$ cat src/rtl/ssd1306_spi_tx.sv
// ssd1306_spi_tx
// ----------------------------------------------------------------------------
// This is the SPI byte transmitter that sits between the microcode executor
// and the SSD1306 OLED pins. It sends each accepted byte MSB-first in SPI
// mode 0: SCLK idles low, MOSI is set up before each rising edge, and MOSI
// changes only on a falling edge. The block owns chip-select framing. CS stays
// low across a burst and is released after the byte that was flagged last,
// followed by a minimum deselect gap.
//
// Parameters
//   CLK_DIV     SCLK half-period in clk_in cycles (>=1); a byte takes
//               16*CLK_DIV cycles.
//   CS_TIMEOUT  Number of idle cycles with CS low before a forced deselect.
//               It is used only when the macro below is defined.
//
// Optional feature (macro SSD1306_SPI_CS_TIMEOUT_EN)
//   When this macro is defined, CS that is left low while idle is released
//   after CS_TIMEOUT cycles without an accept. The release uses the same
//   hold/gap sequence as a last byte.
//
// Ports
//   clk_in             system clock, rising edge
//   rstn_in            synchronous reset, active-low
//   spi_tx_trigger_in  level request to send; sampled only while ready
//   spi_data_in        byte to send, latched at accept
//   spi_last_byte_in   release CS after this byte, latched at accept
//   spi_ready_out      idle and able to accept a byte (combinational)
//   oled_sclk_out      SPI clock
//   oled_mosi_out      SPI data, MSB first
//   oled_csn_out       chip select, active-low
// ----------------------------------------------------------------------------
module ssd1306_spi_tx #(
  parameter int CLK_DIV    = 4,
  parameter int CS_TIMEOUT = 1024
) (
  input  logic       clk_in,
  input  logic       rstn_in,
  input  logic       spi_tx_trigger_in,
  input  logic [7:0] spi_data_in,
  input  logic       spi_last_byte_in,
  output logic       spi_ready_out,
  output logic       oled_sclk_out,
  output logic       oled_mosi_out,
  output logic       oled_csn_out
);

  localparam int DIV_W = (CLK_DIV > 1) ? $clog2(CLK_DIV) : 1;

  typedef enum logic [1:0] {
    S_IDLE,
    S_SHIFT,
    S_CS_HOLD,
    S_CS_GAP
  } state_t;

  state_t           r_state;
  logic [DIV_W-1:0] r_div_cnt;
  logic [2:0]       r_bit_cnt;
  logic [6:0]       r_shift;    // Bits still to send after the one on MOSI.
  logic             r_last;
  logic             r_sclk;
  logic             r_mosi;
  logic             r_csn;

  logic w_div_wrap;
  logic w_accept;
  logic w_timeout;

  assign w_div_wrap    = (r_div_cnt == DIV_W'(CLK_DIV - 1));
  assign w_accept      = (r_state == S_IDLE) && spi_tx_trigger_in;
  assign spi_ready_out = (r_state == S_IDLE);
  assign oled_sclk_out = r_sclk;
  assign oled_mosi_out = r_mosi;
  assign oled_csn_out  = r_csn;

`ifdef SSD1306_SPI_CS_TIMEOUT_EN
  localparam int TO_W = (CS_TIMEOUT > 1) ? $clog2(CS_TIMEOUT) : 1;

  logic [TO_W-1:0] r_to_cnt;

  // The timeout fires on the edge where the count would reach CS_TIMEOUT.
  // This releases CS CS_TIMEOUT+CLK_DIV cycles after the block goes idle.
  assign w_timeout = (r_state == S_IDLE) && !r_csn && !spi_tx_trigger_in &&
                     (r_to_cnt == TO_W'(CS_TIMEOUT - 1));

  always_ff @(posedge clk_in) begin
    if (!rstn_in) begin
      r_to_cnt <= '0;
    end else if ((r_state == S_IDLE) && !r_csn && !w_accept && !w_timeout) begin
      r_to_cnt <= r_to_cnt + TO_W'(1);
    end else begin
      r_to_cnt <= '0;
    end
  end
`else
  logic w_unused_timeout;

  assign w_timeout        = 1'b0;
  assign w_unused_timeout = ^CS_TIMEOUT;
`endif

  // NOTE: sequential state uses non-blocking assignments only. Every register
  // then updates from values sampled at the same edge, so the order of the
  // statements inside this block cannot change behaviour.
  always_ff @(posedge clk_in) begin
    if (!rstn_in) begin
      r_state   <= S_IDLE;
      r_div_cnt <= '0;
      r_bit_cnt <= '0;
      r_shift   <= '0;
      r_last    <= 1'b0;
      r_sclk    <= 1'b0;
      r_mosi    <= 1'b0;
      r_csn     <= 1'b1;
    end else begin
      case (r_state)
        S_IDLE: begin
          r_div_cnt <= '0;
          if (w_accept) begin
            // If CS is already low from an earlier byte of the burst, it
            // simply stays low and no extra setup time is inserted.
            r_state   <= S_SHIFT;
            r_shift   <= spi_data_in[6:0];
            r_mosi    <= spi_data_in[7];
            r_last    <= spi_last_byte_in;
            r_bit_cnt <= '0;
            r_sclk    <= 1'b0;
            r_csn     <= 1'b0;
          end else if (w_timeout) begin
            r_state <= S_CS_HOLD;
          end
        end

        S_SHIFT: begin
          if (w_div_wrap) begin
            r_div_cnt <= '0;
            r_sclk    <= ~r_sclk;
            // MOSI moves only on falling edges. The 8th falling edge ends the
            // byte instead of shifting.
            if (r_sclk) begin
              if (r_bit_cnt == 3'd7) begin
                r_state <= r_last ? S_CS_HOLD : S_IDLE;
              end else begin
                r_bit_cnt <= r_bit_cnt + 3'd1;
                r_mosi    <= r_shift[6];
                r_shift   <= {r_shift[5:0], 1'b0};
              end
            end
          end else begin
            r_div_cnt <= r_div_cnt + DIV_W'(1);
          end
        end

        S_CS_HOLD: begin
          if (w_div_wrap) begin
            r_div_cnt <= '0;
            r_csn     <= 1'b1;
            r_state   <= S_CS_GAP;
          end else begin
            r_div_cnt <= r_div_cnt + DIV_W'(1);
          end
        end

        S_CS_GAP: begin
          if (w_div_wrap) begin
            r_div_cnt <= '0;
            r_mosi    <= 1'b0;
            r_state   <= S_IDLE;
          end else begin
            r_div_cnt <= r_div_cnt + DIV_W'(1);
          end
        end

        default: r_state <= S_IDLE;
      endcase
    end
  end

endmodule

$ cat config.mk
export PLATFORM = sky130hd
export DESIGN_NAME = ssd1306_spi_tx
export DESIGN_NICKNAME = d
export VERILOG_FILES = /design/src/rtl/ssd1306_spi_tx.sv
export SDC_FILE = /design/constraint.sdc
export NUM_CORES = 1
export LEC_CHECK = 0
export BUFFER_PORTS_ARGS = -buffer_cell sky130_fd_sc_hd__buf_2
export CORE_MARGIN = 2
export CORE_UTILIZATION = 53
export DETAILED_ROUTE_END_ITERATION = 10
export PLACE_DENSITY = 0.76
export SETUP_SLACK_MARGIN = 0.05
export SYNTH_ARGS = -nofsm -noshare
export SYNTH_HDL_FRONTEND = slang
export SYNTH_SLANG_ARGS = --single-unit
$ cat constraint.sdc
create_clock -name clk_in -period 1.9 [get_ports clk_in]
set_input_delay 0.285 -clock clk_in [delete_from_list [all_inputs] [get_ports clk_in]]
set_output_delay 0.285 -clock clk_in [all_outputs]
set_load 0.03 [all_outputs]
### Word level (Yosys, flattened, before mapping)

Index checks and enable logic that the tools add are counted.

| word-level totals | value |
|---|---|
| register bits | 18 |
| input bits | 12 |
| output and inout bits | 4 |

| cells by class | value |
|---|---|
| mux-type cells | 31 |
| equal/unequal tests | 12 |
| reductions and logical operators | 12 |
| $add $sub $neg | 2 |
| bitwise operators | 1 |

Operators with widths:

| operator | number |
|---|---|
| 7-bit two-way mux | 4 |
| 2-bit two-way mux | 8 |
| 7-bit case mux with 2 select lines | 1 |
| 3-bit two-way mux | 4 |
| 2-bit inequality test, second input constant | 6 |
| 6-bit AND reduction | 2 |
| 1-bit two-way mux | 8 |
| 2-bit case mux with 4 select lines | 1 |
| 2-bit equality test, second input constant | 3 |
| 3-bit case mux with 2 select lines | 1 |
| 3-bit AND reduction | 2 |
| 5-bit AND reduction | 1 |
| 1-bit case mux with 2 select lines | 2 |
| 2-bit case mux with 2 select lines | 1 |
| 2-bit nonzero test | 2 |
| 3-bit by 1-bit adder with 3-bit output, second input constant | 1 |
| 3-bit equality test, second input constant | 1 |
| 1-bit case mux with 3 select lines | 1 |
| 3-bit nonzero test | 1 |
| 3-bit OR reduction | 1 |
| 2-bit by 1-bit adder with 2-bit output, second input constant | 1 |
| 2-bit by 1-bit equality test with 1-bit output, second input constant | 1 |
| 2-bit logical NOT | 1 |
| 2-bit by 1-bit inequality test with 1-bit output, second input constant | 1 |
| other kinds (3) | 3 |

### Longest topological paths before layout

| depth | value |
|---|---|
| depth after elaboration | 5 |
| depth in mapped cells | 7 |
| gate-level depth less buffers | 6 |

### Worst setup path before layout

No wires, ideal clock.

| path | value |
|---|---|
| kind | register -> register |
| start | reg r_state[0] |
| end | reg r_shift[5] |
| cell stages (with the launch flop) | 8 |
| slack | 195 ps |
| period minus slack after synthesis | 1,705 ps |
| buffers on the path | 1 |
| data required time | 1,821 ps |
| arrival | 1,626 ps |
| library setup time | 79 ps |
| path through | dfxtp_1 > inv_1 > ha_1 > mux2i_1 > a21oi_2 > buf_6 > nor2_2 > a211oi_2 |

| between the ends | value |
|---|---|
| longest elaborated chain between the ends | 4 |
| elaborated cells between the ends (all ways) | 10 |
| those cells by class | 5 x eq/ne; 1 x mux; 4 x reduce/logical |

RTL lines:

| what | RTL line | RTL |
|---|---|---|
| start, declared | 56 | `state_t r_state;` |
| start signal, assigned | 142 | `r_state <= r_last ? S_CS_HOLD : S_IDLE;` |
| 2-bit logical NOT * | n/a |  |
| net spi_ready_out | 41 | `output logic spi_ready_out,` |
| 1-bit logical AND | 70 | `assign w_accept = (r_state == S_IDLE) && spi_tx_trigger_in;` |
| 2-bit by 1-bit inequality test with 1-bit output (no source line) | n/a |  |
| 5-bit AND reduction (no source line) | n/a |  |
| end signal, assigned | 123 | `r_shift <= spi_data_in[6:0];` |
| end signal, assigned | 146 | `r_shift <= {r_shift[5:0], 1'b0};` |
| end, declared | 59 | `logic [6:0] r_shift;` |

The timed path passes the listed nets; every way through them passes the cells marked *.
A chain may end at the register's enable or synchronous reset.

### Worst setup path in the final report

| path | value |
|---|---|
| start | reg r_state[0] |
| end | reg r_bit_cnt[0] |

| between the ends | value |
|---|---|
| longest elaborated chain between the ends | 4 |
| elaborated cells between the ends (all ways) | 10 |
| those cells by class | 5 x eq/ne; 1 x mux; 4 x reduce/logical |

RTL lines:

| what | RTL line | RTL |
|---|---|---|
| 2-bit logical NOT | 70, 116 |  |
| 1-bit logical AND | 70 |  |
| 2-bit by 1-bit inequality test with 1-bit output (no source line) | n/a |  |
| 5-bit AND reduction (no source line) | n/a |  |
| end signal, assigned | 144 | `r_bit_cnt <= r_bit_cnt + 3'd1;` |
| end, declared | 58 | `logic [2:0] r_bit_cnt;` |

Parallel ways exist; a longest one is shown, timed or not.

==> results.yml <==
worst_setup_path:
  worst_setup_path_start_kind: "flip-flop"
  critPathCaptureType: "flip-flop"
  critPathMaxStageDelay_ns: 0.35
  r2r_slack_ns: 0.14
  critical_path_peak_fanout: 16
  rr_startpoint: "r_state[0]"
  r2r-end: "r_bit_cnt[0]"
  path_class: "flip-flop to flip-flop"
  cp.arrival_ns: 1.99
  crit_chain: "inv_1, ha_1, mux2i_1, a21oi_2, buf_4, mux2_2, nor2_1"
  reg2regPathDepth: 7
  cp_slowest_cell: "dfxtp_1"
  crit_required_ns: 2.14
route:
  post_drt_wl_per_cell_um: 13.6
  first_pass_iters: 4
  wl_um: 1820
  drc_errors: 0
  postRouteAntennaNets: 0
  vias_per_cell: 5.69
  drtIter0Drc: 10
  via_count: 763
global_route:
  antenna_found_initial: 0
  grt_usage_pct: 19.8
  grt_max_degree: 17
  grt_pass1_vias: 654
  gr-total-overflow: 0
  grt_pass1_wl_um: 2880
floorplan:
  rows: 15
  start_util_pct: 55.1
  num_io_pins: 16
  fp.dieH_um: 45.9
  dieArea_um2: 2110
  die_w_um: 45.9
  core_region_area_um2: 1690
synth:
  syn_inst: 101
  ys_seq_area_share_pct: 38.7
  yosys.area.top_type: "dfxtp_1"
  synth_top_family_by_area: "compound AO/OA/AOI/OAI gates"
  synth_warnings: 0
  syn_nets: 121
  avgSynthCellArea_um2: 9.22
  synthAdderAreaFrac_pct: 10.8
  synth_top_cell_area_share_pct: 38.7
  synth_area_um2: 931
  synth_xor_area_share_pct: 0
  synthTopCellsByArea: "dfxtp_1 (39%), ha_1 (11%), mux2i_1 (8.6%)"
  synth-seq-cells: 18
  yosys.area_share.simple_pct: 17.2
  synth_compound_area_share_pct: 17.6
  synth.distinct_cells: 33
  muxShareOfSynthArea_pct: 11.0
flow_run:
  drv_cap: 0
final_layout:
  multi_input_area_um2: 537
  regArea_um2: 360
  fin_area_um2: 1050
  antenna_cells: 0
  areaGrowthSynthToFinish_pct: 13.2
  num-nets-final: 139
  drive_above_1_share_pct: 24.8
  mostFrequentLayoutCells: "dfxtp_1 (18), buf_2 (15), nand2_1 (10)"
  num-fill-cells: 140
  final_common_cell: "dfxtp_1"
power_and_ir_drop:
  ir_worst_vdd_mv: 0.554
  pwr-share-clk_pct: 16.2
  swShare_pct: 37.8
  p_leak_nw: 0.444
  p_comb_share_pct: 41.0
  power.switching_mw: 0.448
  powerDensity_nw_per_um2: 1130
  p_seq_share_pct: 42.8
  p_int_mw: 0.738
outcome:
  status: "finished clean"
clocking:
  clkTransAtPathRegs_ns: 0.10
  worst_skew_pair.late_latency_ns: 0.29
  cts_resized: 0
  cts.sinks: 18
  ctsHoldBuffers: 0
  htreeDepth: 1
  cts.path.max_buffers: 2
  cts_inserted_buffers: 3
  cts_root_buf: "clkbuf_4"
  cts_setup_buffers: 0
  cts_tree: "done"
placement:
  port_buffers: 15
  place_area_um2: 1020
  hpwlAfterDp_um: 1330
  gp_congestion: 0.845
sta:
  hold_viol: 0
  tightest_slew_ns: 0.413
  final-setup-viol-count: 0
  fin_crit_ns: 1.76
  tns_ns: 0
  slew_headroom_pct: 72.4
  post-route-period-util_pct: 92.5
  clock-skew-final_ns: 0.00122
  slew_viol_final: 0
  rsz0062_at_grt: "true"
  clock.fmax_mhz: 569
min_path:
  hold_depth: 3
  holdCritStartpoint: "spi_last_byte_in"
  hold_path_end: "r_last"
  hold_path.class: "input pin to flip-flop"
-- worst max-delay path, delay by kind of cell (launching register included) --
| kind | cells | cell delay [ns] |
|---|---|---|
| AO/OA/AOI/OAI | 1 | 0.06 |
| adder cells (fa/ha/maj) | 1 | 0.28 |
| multiplexers | 2 | 0.57 |
| AND/OR/NAND/NOR | 1 | 0.09 |
| flip-flops | 1 | 0.35 |
| buffers and inverters | 2 | 0.35 |
-- kinds of logic (layout without fill, tap and decap cells) --
| group | Yosys count | count (layout) |
|---|---|---|
| simple gates | 33 | 33 |
| compound gates | 23 | 23 |
| flops | 18 | 18 |
| mux | 10 | 10 |
| buf+inv | 9 | 25 |
| fa+ha+maj | 8 | 8 |
-- metrics by stage --
step | utilization, % | setup WS [ns] | power, mW | hold slack, ns | cells
2_1_floorplan | - | 0.195 | 0.881 | 0.408 | 101
6_report | 62.4 | 0.142 | 1.19 | 0.239 | 134
5_1_grt | 62.4 | 0.0481 | 1.26 | 0.235 | 134
4_1_cts | 61.8 | 0.140 | 1.18 | 0.237 | 134
3_3_place_gp | 60.4 | 0.204 | 0.976 | 0.416 | 131
3_5_place_dp | 60.4 | 0.168 | 0.993 | 0.427 | 131
-- power by group through the flow --
stage	combinational (mW)	clock (mW)	sequential [mW]
final	0.486	0.193	0.508
after global routing	0.533	0.214	0.515
after CTS	0.478	0.197	0.507
after detailed placement	0.476	0	0.516
after global placement	0.463	0	0.513
after floorplan	0.353	0	0.528
-- metal layers --
| layer | part of all wire (%) | up-vias | GRT usage, % |
|---|---|---|---|
| met5 | 0 | - | 0 |
| met1 | 47 | 345 | 23.9 |
| li1 | - | 398 | - |
| met2 | 48 | 15 | 32.2 |
| met3 | 3.1 | 5 | 4.76 |
| met4 | 2.0 | 0 | 10.3 |
-- synth_stat cells --
cell and n:
o22ai_1 3, nor2_1 9, nand3b_1 1, ha_1 8
a211oi_1 5, inv_1 4, or2b_1 1, dfxtp_1 18
mux2i_1 8, nor3_1 1, clkbuf_1 2, a22oi_1 1
nand2_1 10, nand4_1 1, o21ai_0 3, buf_6 1
o211ai_1 2, nor2b_1 1, nor4_1 1, nor2_2 1
a21o_1 1, nand4b_1 1, o41ai_1 1, a21bo_2 1
nand2b_1 1, o31ai_1 1, a21oi_2 1, mux2_2 2
nand3_1 4, nor4b_1 1, buf_2 2, a211oi_2 1
a21oi_1 3
-- worst max path at each step --
stage	from	end
after global placement	r_state[0]	flip-flop
after floorplan	r_state[0]	r_shift[5]
after CTS	r_state[0]	flip-flop
final	r_state[0]	r_bit_cnt[0]
after global routing	r_state[0]	r_shift[3]
after detailed placement	r_state[0]	flip-flop
-- cell type report --
class                           instances  area share (%)
Clock buffer                            3            2.14
Inverter                                4            1.43
Multi-Input combinational cell         74            51.0
Sequential cell                        18            34.2
Tap cell                               17            2.02
Timing Repair Buffer                   18            9.26
-- registers in the layout, summed over array words and instances (netlist names), named ones only --
signal / flops
oled_mosi_out: 1
oled_csn_out: 1
r_state: 1
r_div_cnt: 2
r_bit_cnt: 3
r_shift: 7
r_last: 1
oled_sclk_out: 1
Power figures use the tool's default switching activity.
